--- src/rtl/imem_loader_pkg.sv ---
// Shared types and constants for the instruction-memory boot loader.
package imem_loader_pkg;

  localparam int unsigned IMEM_DEPTH = 64;
  localparam int unsigned IMEM_AW    = 6;
  localparam int unsigned BYTE_W     = 8;

  typedef enum logic [1:0] {IDLE, LOAD, FILL, DONE} state_e;

endpackage

--- src/rtl/imem_loader_if.sv ---
// Host byte stream, control and instruction-RAM write port of the boot loader.
interface imem_loader_if #(
  parameter int unsigned N = 32
);
  import imem_loader_pkg::*;

  logic               start;
  logic [6:0]         len;
  logic               in_valid;
  logic [BYTE_W-1:0]  in_data;
  logic               in_ready;
  logic               we;
  logic [IMEM_AW-1:0] waddr;
  logic [N-1:0]       wdata;
  logic               done;
  logic               cpu_hold;

  modport master (
    input  start, len, in_valid, in_data,
    output in_ready, we, waddr, wdata, done, cpu_hold
  );

  modport slave (
    output start, len, in_valid, in_data,
    input  in_ready, we, waddr, wdata, done, cpu_hold
  );

endinterface

--- src/rtl/word_assembler.sv ---
// Packs a little-endian byte stream into N-bit words; word_full flags the
// cycle whose accepted byte completes a word (word then holds it).
module word_assembler
  import imem_loader_pkg::*;
#(
  parameter int unsigned N = 32
) (
  input  logic              clk,
  input  logic              reset,
  input  logic              clr,
  input  logic              shift_en,
  input  logic [BYTE_W-1:0] byte_in,
  output logic [N-1:0]      word,
  output logic              word_full
);

  localparam int unsigned Bpw  = N / BYTE_W;
  localparam int unsigned CntW = (Bpw > 1) ? $clog2(Bpw) : 1;

  logic [N-1:0]    sr_q;
  logic [CntW-1:0] cnt_q;

  // New bytes enter at the top; after Bpw shifts the first byte sits in [7:0].
  assign word      = (sr_q >> BYTE_W) | (N'(byte_in) << (N - BYTE_W));
  assign word_full = shift_en && (cnt_q == CntW'(Bpw - 1));

  always_ff @(posedge clk) begin
    if (reset || clr) begin
      sr_q  <= '0;
      cnt_q <= '0;
    end else if (shift_en) begin
      sr_q  <= word;
      cnt_q <= word_full ? '0 : cnt_q + 1'b1;
    end
  end

endmodule

--- src/rtl/imem_loader.sv ---
// Boot-time loader: writes a streamed program into instruction RAM, zero-fills
// the remainder, then releases the CPU from hold.
module imem_loader
  import imem_loader_pkg::*;
#(
  parameter int unsigned N     = 32,
  parameter int unsigned DEPTH = IMEM_DEPTH
) (
  input logic           clk,
  input logic           reset,
  imem_loader_if.master bus
);

  localparam int unsigned AW = IMEM_AW;

  state_e         state_q, state_d;
  logic [AW-1:0]  addr_q;
  logic [6:0]     len_q;
  logic           we_q;
  logic [AW-1:0]  waddr_q;
  logic [N-1:0]   wdata_q;
  logic           hold_q;

  logic           in_ready;
  logic           shift_en;
  logic           start_ok;
  logic [6:0]     len_clamped;
  logic           last_word;
  logic           last_fill;
  logic [N-1:0]   word;
  logic           word_full;

  assign in_ready    = (state_q == LOAD);
  assign shift_en    = bus.in_valid && in_ready;
  assign start_ok    = bus.start && ((state_q == IDLE) || (state_q == DONE));
  assign len_clamped = (bus.len > 7'(DEPTH)) ? 7'(DEPTH) : bus.len;
  assign last_word   = ({1'b0, addr_q} == (len_q - 7'd1));
  assign last_fill   = (addr_q == AW'(DEPTH - 1));

  word_assembler #(
    .N (N)
  ) u_word_assembler (
    .clk       (clk),
    .reset     (reset),
    .clr       (start_ok),
    .shift_en  (shift_en),
    .byte_in   (bus.in_data),
    .word      (word),
    .word_full (word_full)
  );

  always_comb begin
    state_d = state_q;
    unique case (state_q)
      IDLE, DONE: if (bus.start) state_d = (len_clamped == 7'd0) ? FILL : LOAD;
      LOAD:       if (word_full && last_word) begin
                    state_d = (len_q == 7'(DEPTH)) ? DONE : FILL;
                  end
      FILL:       if (last_fill) state_d = DONE;
      default:    state_d = IDLE;
    endcase
  end

  always_ff @(posedge clk) begin
    if (reset) begin
      state_q <= IDLE;
      addr_q  <= '0;
      len_q   <= '0;
      we_q    <= 1'b0;
      waddr_q <= '0;
      wdata_q <= '0;
      hold_q  <= 1'b1;
    end else begin
      state_q <= state_d;
      // Release hold only once DONE has already been presented for a cycle.
      hold_q  <= (state_q != DONE) || (state_d != DONE);
      we_q    <= 1'b0;
      unique case (state_q)
        IDLE, DONE: begin
          if (bus.start) begin
            len_q  <= len_clamped;
            addr_q <= '0;
          end
        end
        LOAD: begin
          if (word_full) begin
            we_q    <= 1'b1;
            waddr_q <= addr_q;
            wdata_q <= word;
            // A full-depth load ends on the last address; hold it there.
            if (state_d != DONE) addr_q <= addr_q + 1'b1;
          end
        end
        FILL: begin
          we_q    <= 1'b1;
          waddr_q <= addr_q;
          wdata_q <= '0;
          if (!last_fill) addr_q <= addr_q + 1'b1;
        end
        default: ;
      endcase
    end
  end

  assign bus.in_ready = in_ready;
  assign bus.we       = we_q;
  assign bus.waddr    = waddr_q;
  assign bus.wdata    = wdata_q;
  assign bus.done     = (state_q == DONE);
  assign bus.cpu_hold = hold_q;

endmodule

--- src/flat_wrapper.sv ---
// flat-port wrapper written by rule: the top's interface ports become plain ports
module imem_loader_flat import imem_loader_pkg::*;
#(
  parameter int unsigned N     = 32,
  parameter int unsigned DEPTH = IMEM_DEPTH
)
  (clk, reset, bus_start, bus_len, bus_in_valid, bus_in_data, bus_in_ready, bus_we, bus_waddr, bus_wdata, bus_done, bus_cpu_hold);
  imem_loader_if #(.N(N)) bus_i ();
  input logic clk;
  input logic reset;
  input wire logic [$bits(bus_i.start)-1:0] bus_start;
  input wire logic [$bits(bus_i.len)-1:0] bus_len;
  input wire logic [$bits(bus_i.in_valid)-1:0] bus_in_valid;
  input wire logic [$bits(bus_i.in_data)-1:0] bus_in_data;
  output wire logic [$bits(bus_i.in_ready)-1:0] bus_in_ready;
  output wire logic [$bits(bus_i.we)-1:0] bus_we;
  output wire logic [$bits(bus_i.waddr)-1:0] bus_waddr;
  output wire logic [$bits(bus_i.wdata)-1:0] bus_wdata;
  output wire logic [$bits(bus_i.done)-1:0] bus_done;
  output wire logic [$bits(bus_i.cpu_hold)-1:0] bus_cpu_hold;
  assign bus_i.start = bus_start;
  assign bus_i.len = bus_len;
  assign bus_i.in_valid = bus_in_valid;
  assign bus_i.in_data = bus_in_data;
  assign bus_in_ready = bus_i.in_ready;
  assign bus_we = bus_i.we;
  assign bus_waddr = bus_i.waddr;
  assign bus_wdata = bus_i.wdata;
  assign bus_done = bus_i.done;
  assign bus_cpu_hold = bus_i.cpu_hold;
  imem_loader #(.N(N), .DEPTH(DEPTH)) u_core (.clk(clk), .reset(reset), .bus(bus_i));
endmodule
--- config.mk ---
export PLATFORM = sky130hd
export DESIGN_NAME = imem_loader_flat
export DESIGN_NICKNAME = d
export VERILOG_FILES = /design/src/rtl/imem_loader_pkg.sv /design/src/rtl/imem_loader_if.sv /design/src/rtl/word_assembler.sv /design/src/rtl/imem_loader.sv /design/src/flat_wrapper.sv
export SDC_FILE = /design/constraint.sdc
export NUM_CORES = 1
export LEC_CHECK = 0
export ABC_CLOCK_PERIOD_IN_PS = 3660
export CAP_MARGIN = 20
export CORE_MARGIN = 2
export CORE_UTILIZATION = 50
export DETAILED_ROUTE_END_ITERATION = 7
export PLACE_DENSITY_LB_ADDON = 0.2
export SYNTH_ARGS = -nofsm -noshare
export SYNTH_HDL_FRONTEND = slang
export SYNTH_SLANG_ARGS = --single-unit
--- constraint.sdc ---
create_clock -name clk -period 3.66 [get_ports clk]
set_clock_uncertainty 0.15 [all_clocks]
set_input_delay 0.366 -clock clk [delete_from_list [all_inputs] [get_ports clk]]
set_output_delay 0.366 -clock clk [all_outputs]
set_load 0.005 [all_outputs]
==> impl.org <==
** GRT
- Wire length of the first global-routing pass :: 13.4 mm
- Global routing used ~22% of the available tracks.
- Pin count of the biggest net entering global routing :: just over 60
- GR Overflow Total :: 0
- Number of antenna violations at the first check in global routing :: 0
- Number of global-route vias before repair :: 2838

** Power and ir drop
- IR analysis of the VDD net gives a maximum drop of 0.000295 V.
- Fraction of power spent switching nets :: 33.6%
- Seq pwr share :: 39.5%
- NetSw :: approximately 830 uW
- The share of total power dissipated in combinational logic is between 20% and 30%.
- Leakage power figure :: 1.52 nW
- The share of total power dissipated in the clock network is 32.0%.
- Internal power component :: approximately 1.6 mW
- For this design the ratio of total power to cell area is 573 nW/um^2.

** Yosys
- Total of warnings raised by yosys :: 0
- Summing the areas of all compound-gate instances in the mapped netlist gives 19.8% of the synthesized area.
- In this run, synthesis produced a sequential element count of 81.
- After synthesis, the largest family of logic cells by area is simple AND/OR/NAND/NOR gates.
- The mapped netlist covers around 3500 um^2.
- Yosys mapped a number of flops with a built-in enable equal to 0.
- When the netlist entered floorplanning its net count stood at 428.
- Yosys mapped the design onto 56 distinct sky130hd cell types.
- Adder and majority cell fraction of the synthesized area :: 2.18%
- Post-Synth Simple-Gate Area :: 22.3%
- Summing the areas of all xor and xnor instances in the mapped netlist gives 1.78% of the synthesized area.
- Synthesis produced 403 cells.
- After synthesis, the share of flip-flops with an asynchronous set or reset is 0%.
- Multiplexer area fraction after synthesis :: 1.74%
- Syn avg cell area :: 8.56 um^2
- Main synth FF type :: sky130_fd_sc_hd__dfxtp_1
- Sequential cells were found to cover 47.0% of the synthesized design area.

** Timing
- Worst-margin pin slew :: 0.887 ns
- Final TNS setup :: 0 ns
- Setup violations remaining at the end of the flow were counted as 0.
- Final hold slack :: 0.314 ns
- Maximum clock rate :: around 330 MHz
- Final min period :: 3.02 ns
- Worst-case headroom to the max-slew limit :: around two fifths
- Setup repair after global routing missed its margin :: false
- Crit share post-route :: 82.4%
- The total count of max-transition violations in the final report came to 0.
- Final count of hold timing violations :: 0

** CTS
- Clock-pin slew was measured on the worst setup and hold paths at roughly 0.08 ns.
- TritonCTS created 9 clock buffers.
- The cell sitting at the root of the clock tree is a sky130_fd_sc_hd__clkbuf_8.
- Counting every sink on the clock net gives 81.
- Number of cells upsized or downsized after cts :: 0
- The H-tree generated during clock tree synthesis spans 3 levels.
- Counting along the longest clock path gives a buffer depth of 2.
- After clock tree synthesis, the setup repair step added 0 buffers.
- Quantity of hold-fixing buffers added after cts :: 0
- TritonCTS built the clock tree.
- Clock latency on the worst-skew pair, taken at its later pin, is ~0.35 ns.

** Detailed routing
- The count of nets left with antenna violations once routing finished came out at 0.
- Ratio of routed vias to standard cells :: around 5.7
- For this block, the via count after detailed routing is 3024.
- In the routed design, unresolved DRC markers number 0.
- Number of DRC markers after the initial detailed-route iteration :: 151
- Post-detailed-route wirelength per cell :: approximately 15 um
- Number of optimization iterations in the first detailed-route pass :: 5
- Wires add up to ~7.9 mm.

** Setup path
- Among cell families on the critical path, the largest total delay comes from simple AND/OR/NAND/NOR gates.
- The critical path goes through inv_1 > ha_1 > nor3_1 > or3b_2 > o211a_1 > o211ai_2 > nand3_1 > a221o_1.
- Buf/Inv on CP :: 1
- The worst register-to-register path has a setup slack of 0.64 ns.
- In this run the worst path has a maximum fanout of 17.
- The setup path with the least slack is of type flop to flop.
- For this run, the slowest stage of the critical path takes roughly 0.53 ns.
- The largest individual stage delay along the critical path comes from the cell sky130_fd_sc_hd__ha_1.
- End of the worst register-to-register path :: u_core.addr_q[2]
- STA puts the critical path data required time at 3.75 ns.
- STA classifies the critical path endpoint as a flop.
- STA classifies the critical path startpoint as a flop.
- Startpoint of the most critical register-to-register path :: u_core.state_q[0]
- The number of cells on the worst reg-to-reg path is 8.
- For the worst setup path, the data arrival time is a little over 3 ns.

** Final layout
- Fill cells in the final layout number 576.
- Share of post-route cells with drive strength above 1 :: under 10%
- Cells fill 63.9% of the core in the end.
- Layout overhead on the synthesized area :: 24.3%
- Total number of nets in the final design :: 470
- Total inserted antenna cells :: 0

** Die
- The die covers 7580 um^2.
- In this run the vertical extent of the chip is 87.1 um.
- Measured along the x axis, the die boundary spans 87.1 um.
- For this design the top-level I/O count stands at 61.
- The initial utilization of the core area, before any placement, comes to 51.4%.
- Num rows :: 30
- In this run the standard cell core region covers 6720 um^2.

** Worst hold path
- The worst hold path begins at u_core.u_word_assembler.cnt_q[1].
- The worst hold path passes through 2 cells.
- Worst min-delay path class :: flop to flop
- For hold timing, the worst endpoint is u_core.u_word_assembler.cnt_q[1].

** Place
- Summed over all nets, the half-perimeter wirelength after detailed placement is 5.22 mm.
- During placement, the flow inserted port buffers numbering 60.
- Routability congestion estimate :: roughly 0.85

** Job
- Across the run, the number of max-cap violations was 0.

** Outcome
- Result of the run :: complete, no violations
## logic make-up after synthesis
family,count (synthesis)
simple gates,163
compound gates,98
flops,81
buf+inv,42
xor+xnor,7
mux,6
fa+ha+maj,6
## worst max path at each step
stage	from	endpoint	depth (start not counted)
3_3_place_gp	bus_len[6]	u_core.addr_q[4]	8
5_1_grt	u_core.state_q[0]	u_core.addr_q[2]	8
3_5_place_dp	u_core.state_q[0]	u_core.addr_q[2]	8
4_1_cts	u_core.state_q[0]	u_core.addr_q[2]	8
6_report	u_core.state_q[0]	u_core.addr_q[2]	8
2_1_floorplan	u_core.state_q[0]	u_core.addr_q[2]	9
## synth_stat cells, types with 2 or more instances
cell type                  count  area [um^2]
sky130_fd_sc_hd__nor2_1       56          210
sky130_fd_sc_hd__buf_2         6         30.0
sky130_fd_sc_hd__nand3_1       8         40.0
sky130_fd_sc_hd__a21oi_1      35          175
sky130_fd_sc_hd__a22oi_1      32          240
sky130_fd_sc_hd__dfxtp_1      81         1620
sky130_fd_sc_hd__nor4b_1       5         43.8
sky130_fd_sc_hd__nor3_1        5         25.0
sky130_fd_sc_hd__nand2b_1      2         12.5
sky130_fd_sc_hd__mux2i_1       6         60.1
sky130_fd_sc_hd__a221o_1       3         30.0
sky130_fd_sc_hd__nor4_1        2         12.5
sky130_fd_sc_hd__xnor2_1       4         35.0
sky130_fd_sc_hd__clkbuf_1     24         90.1
sky130_fd_sc_hd__a32o_1        3         30.0
sky130_fd_sc_hd__or3_1         2         12.5
sky130_fd_sc_hd__nand2_1      59          221
sky130_fd_sc_hd__o21ai_0       2         10.0
sky130_fd_sc_hd__nor2b_1       3         18.8
sky130_fd_sc_hd__inv_1         9         33.8
sky130_fd_sc_hd__xor2_1        3         26.3
sky130_fd_sc_hd__o211a_1       2         20.0
sky130_fd_sc_hd__nor3b_1       7         52.6
sky130_fd_sc_hd__o311ai_0      2         17.5
sky130_fd_sc_hd__and3_1        3         18.8
sky130_fd_sc_hd__buf_6         2         22.5
sky130_fd_sc_hd__a31oi_1       2         12.5
sky130_fd_sc_hd__ha_1          6         75.1
sky130_fd_sc_hd__nand4_1       2         12.5
## placed cells by master, fill, tap and decap left out, drive strengths merged, types with 2 or more instances in the layout
| cell | netlist | layout |
|---|---|---|
| dfxtp | 81 | 81 |
| nand2 | 59 | 59 |
| clkdlybuf4s50 | 0 | 59 |
| nor2 | 56 | 56 |
| a21oi | 36 | 36 |
| a22oi | 32 | 32 |
| inv | 9 | 11 |
| clkbuf | 25 | 9 |
| nand3 | 8 | 8 |
| nor3b | 7 | 7 |
| nor3 | 7 | 7 |
| mux2i | 6 | 6 |
| ha | 6 | 6 |
| nor4b | 5 | 5 |
| buf | 8 | 5 |
| xnor2 | 4 | 4 |
| o21ai | 4 | 4 |
| xor2 | 3 | 3 |
| and3 | 3 | 3 |
| a32o | 3 | 3 |
| nor2b | 3 | 3 |
| a221o | 3 | 3 |
| bufinv | 0 | 3 |
| nand2b | 2 | 2 |
| o211a | 2 | 2 |
| nand4 | 2 | 2 |
| o311ai | 2 | 2 |
| or3 | 2 | 2 |
| a31oi | 2 | 2 |
| nor4 | 2 | 2 |
| and2 | 2 | 2 |
| or3b | 2 | 2 |
| o211ai | 2 | 2 |
| a31o | 2 | 2 |
| o221ai | 2 | 2 |
## routing by layer
metal | GRT usage, % | wire (um) | part of all wire, %
met5 | 0 | 0 | 0
met4 | 8.81 | 137 | 1.7
met3 | 4.55 | 442 | 5.6
met2 | 32.5 | 3460 | 44
met1 | 31.3 | 3860 | 49
## registers in the layout, summed over array words and instances (netlist names)
name,flops
u_core.addr_q,6
u_core.bus.cpu_hold,1
u_core.bus.waddr,6
u_core.bus.wdata,32
u_core.bus.we,1
u_core.len_q,7
u_core.state_q,2
u_core.u_word_assembler.cnt_q,2
u_core.u_word_assembler.sr_q,24
## cell type report
type / instances / area [um^2] / share of cell area, %
multi-input combinational: 280 / 1650 / 38.5
timing repair buffer: 64 / 646 / 15.0
clock inverter: 6 / 115 / 2.68
clock buffer: 9 / 124 / 2.89
inverter: 9 / 33.8 / 0.787
sequential: 81 / 1620 / 37.8
tap: 80 / 100 / 2.33
## tightest hold or removal path, cell delays in order, from the launching register on
cell and delay, ns:
sky130_fd_sc_hd__dfxtp_1 0.32, sky130_fd_sc_hd__nand2_1 0.05, sky130_fd_sc_hd__a21oi_1 0.05
## metrics by stage
step           area, um^2  total power, mW  setup slack (ns)  cells
2_1_floorplan        3450             1.54              1.02    403
3_3_place_gp         4020             1.66             0.741    513
3_5_place_dp         4020             1.68             0.664    513
4_1_cts              4260             2.46             0.656    528
5_1_grt              4290             2.58             0.447    529
6_report             4290             2.46             0.643    529
## power by group through the flow
stage               registers (mW)  logic (mW)  clock network, mW
finish                       0.971       0.699              0.787
floorplan                    0.971       0.565                  0
global placement             0.988       0.674                  0
global route                 0.979       0.774              0.826
detailed placement           0.991       0.688                  0
CTS                          0.971       0.693              0.797
Power figures use the tool's default switching activity.
==> edit: new RTL, same flow settings <==
`BYTE_W`: 8 -> 4.
--- a/src/rtl/imem_loader_pkg.sv
+++ b/src/rtl/imem_loader_pkg.sv
@@ -5,3 +5,3 @@
   localparam int unsigned IMEM_AW    = 6;
-  localparam int unsigned BYTE_W     = 8;
+  localparam int unsigned BYTE_W     = 4;
 
Ports: changed (resized bus_in_data); port bits go from 61 to 57. The function was not compared with the original's and may differ.
==> edit against the unedited design <==
  * Core utilization fell by 1.1 points
  * Final area fell by 1.8%
  * Maximum frequency fell by 6.2%
  * Die area fell by 0.58%
  * First-iteration DRC count rose by 14%
  * Via count fell by 4.1%
  * Wire length fell by 5.8%
  * Worst setup slack got worse by 200 ps
  * Synthesized area fell by 0.62%
  * Combinational power fell by 22%
  * Clock power fell by 15%
  * Highest routed layer unchanged
  * Total power fell by 9.6%
  * Sequential cell count rose by 5
  * Largest cell class is now registers
  * Critical path depth rose by 1
==> edit: results <==
[outcome]
status = "finished, final reports clean"

[critical_path]
r2r-end = "u_core.addr_q[5]"
reg2reg_slack_ps = 440
cpLargestDelayFamily = "compound AO/OA/AOI/OAI gates"
cpMaxStageDelayCell = "or4_1"
path_max_fanout = 12
cp.arrival_ps = 3340
rr_worst_depth = 9
critical-path-max-stage-delay_ps = 550

[power]
p_leak_nw = 1.463
p_sw_w = 0.0007471
ir_worst_vdd_uv = 264.5
pg_comb_w = 0.000548
power_frac_seq_pct = 45.2

[layout]
sh_seq_area_pct = 40.86
n_all_buffers = 62
inverters_excl_clock = 7
fillerInstances = 598
layout.nonclk_buf_share_pct = 14.25
final_nets = 466
multi_input_gates = 278
final_layout_size_suffix_gt1_share_pct = 6.013
clock_buffers = 10
clock_area_share_pct = 4.662
multi_input_area_share_pct = 37.23
largest_reg_flops = 32

[routing]
via_per_inst = 5.482
dr.first_iter.drc_count = 172
drt_wl_total_um = 7447
wl_met2_um = 3330
wl_met1_um = 3646
drt_pass1_iterations = 4
routed-wl-met3_um = 408

[cts]
htreeDepth = 3
clk_latency_ps = 350

[synthesis]
synth_nets = 422
dominantRegCellSynth = "dfxtp_1"
synthTopCellsByCount = "dfxtp_1 (86), nand2_1 (69), nor2_1 (51)"
async_reset_ff_share_pct = 0
ys_types = 41
ys_seq_area_share_pct = 50.20
synthTopCellsByArea = "dfxtp_1 (50%), nand2_1 (7.6%), a21oi_1 (7.0%)"
synth-seq-cells = 86

[min_path]
holdCritStartpoint = "u_core.u_word_assembler.sr_q[4]"
hold_end = "u_core.u_word_assembler.sr_q[4]"

[grt]
use_met1_pct = 28.91
grt_max_degree = 55
grt_pass1_vias = 2858
use_met2_pct = 32.82
grt_pass1_wl_um = 12880
grt_usage_pct = 21.45
use_met3_pct = 6.095

[sta]
max-slew-margin-rel_pct = 29.70
whs_ps = 314.3

[place]
port_buffers = 56
hpwl_um = 4742
gp_congestion = 0.8746
edit: cell types whose count changed in the layout (fill, tap and decap cells not counted), sizes merged, moves of 4 or more:
| cell | change |
|---|---|
| dfxtp | +5 |
| clkdlybuf4s50 | -4 |
| nand2 | +10 |
| nor2 | -5 |
| o21ai | +4 |
| nor4b | -4 |
| nor3 | -4 |
| a21oi | +12 |
edit: stage by stage:
step	util, %	power (W)	cell area (um2)	worst slack, ps	cells
2_1_floorplan	-	0.001431	3430	745.9	400
3_3_place_gp	59.80	0.001566	4018	498.6	513
3_5_place_dp	59.80	0.001570	4018	382.1	513
4_1_cts	62.72	0.002238	4214	426.7	529
5_1_grt	62.72	0.002348	4214	114.5	529
6_report	62.72	0.002220	4214	442.3	529
edit: cell families after synthesis:
logic type / share of synthesized area (%)
and+or+nand+nor: 20.07
AOI/OAI and AO/OA: 19.26
DFF: 50.20
buffers and inverters: 4.123
xor gates and xnor gates: 2.043
adders and majority gates: 2.554
muxes: 1.751
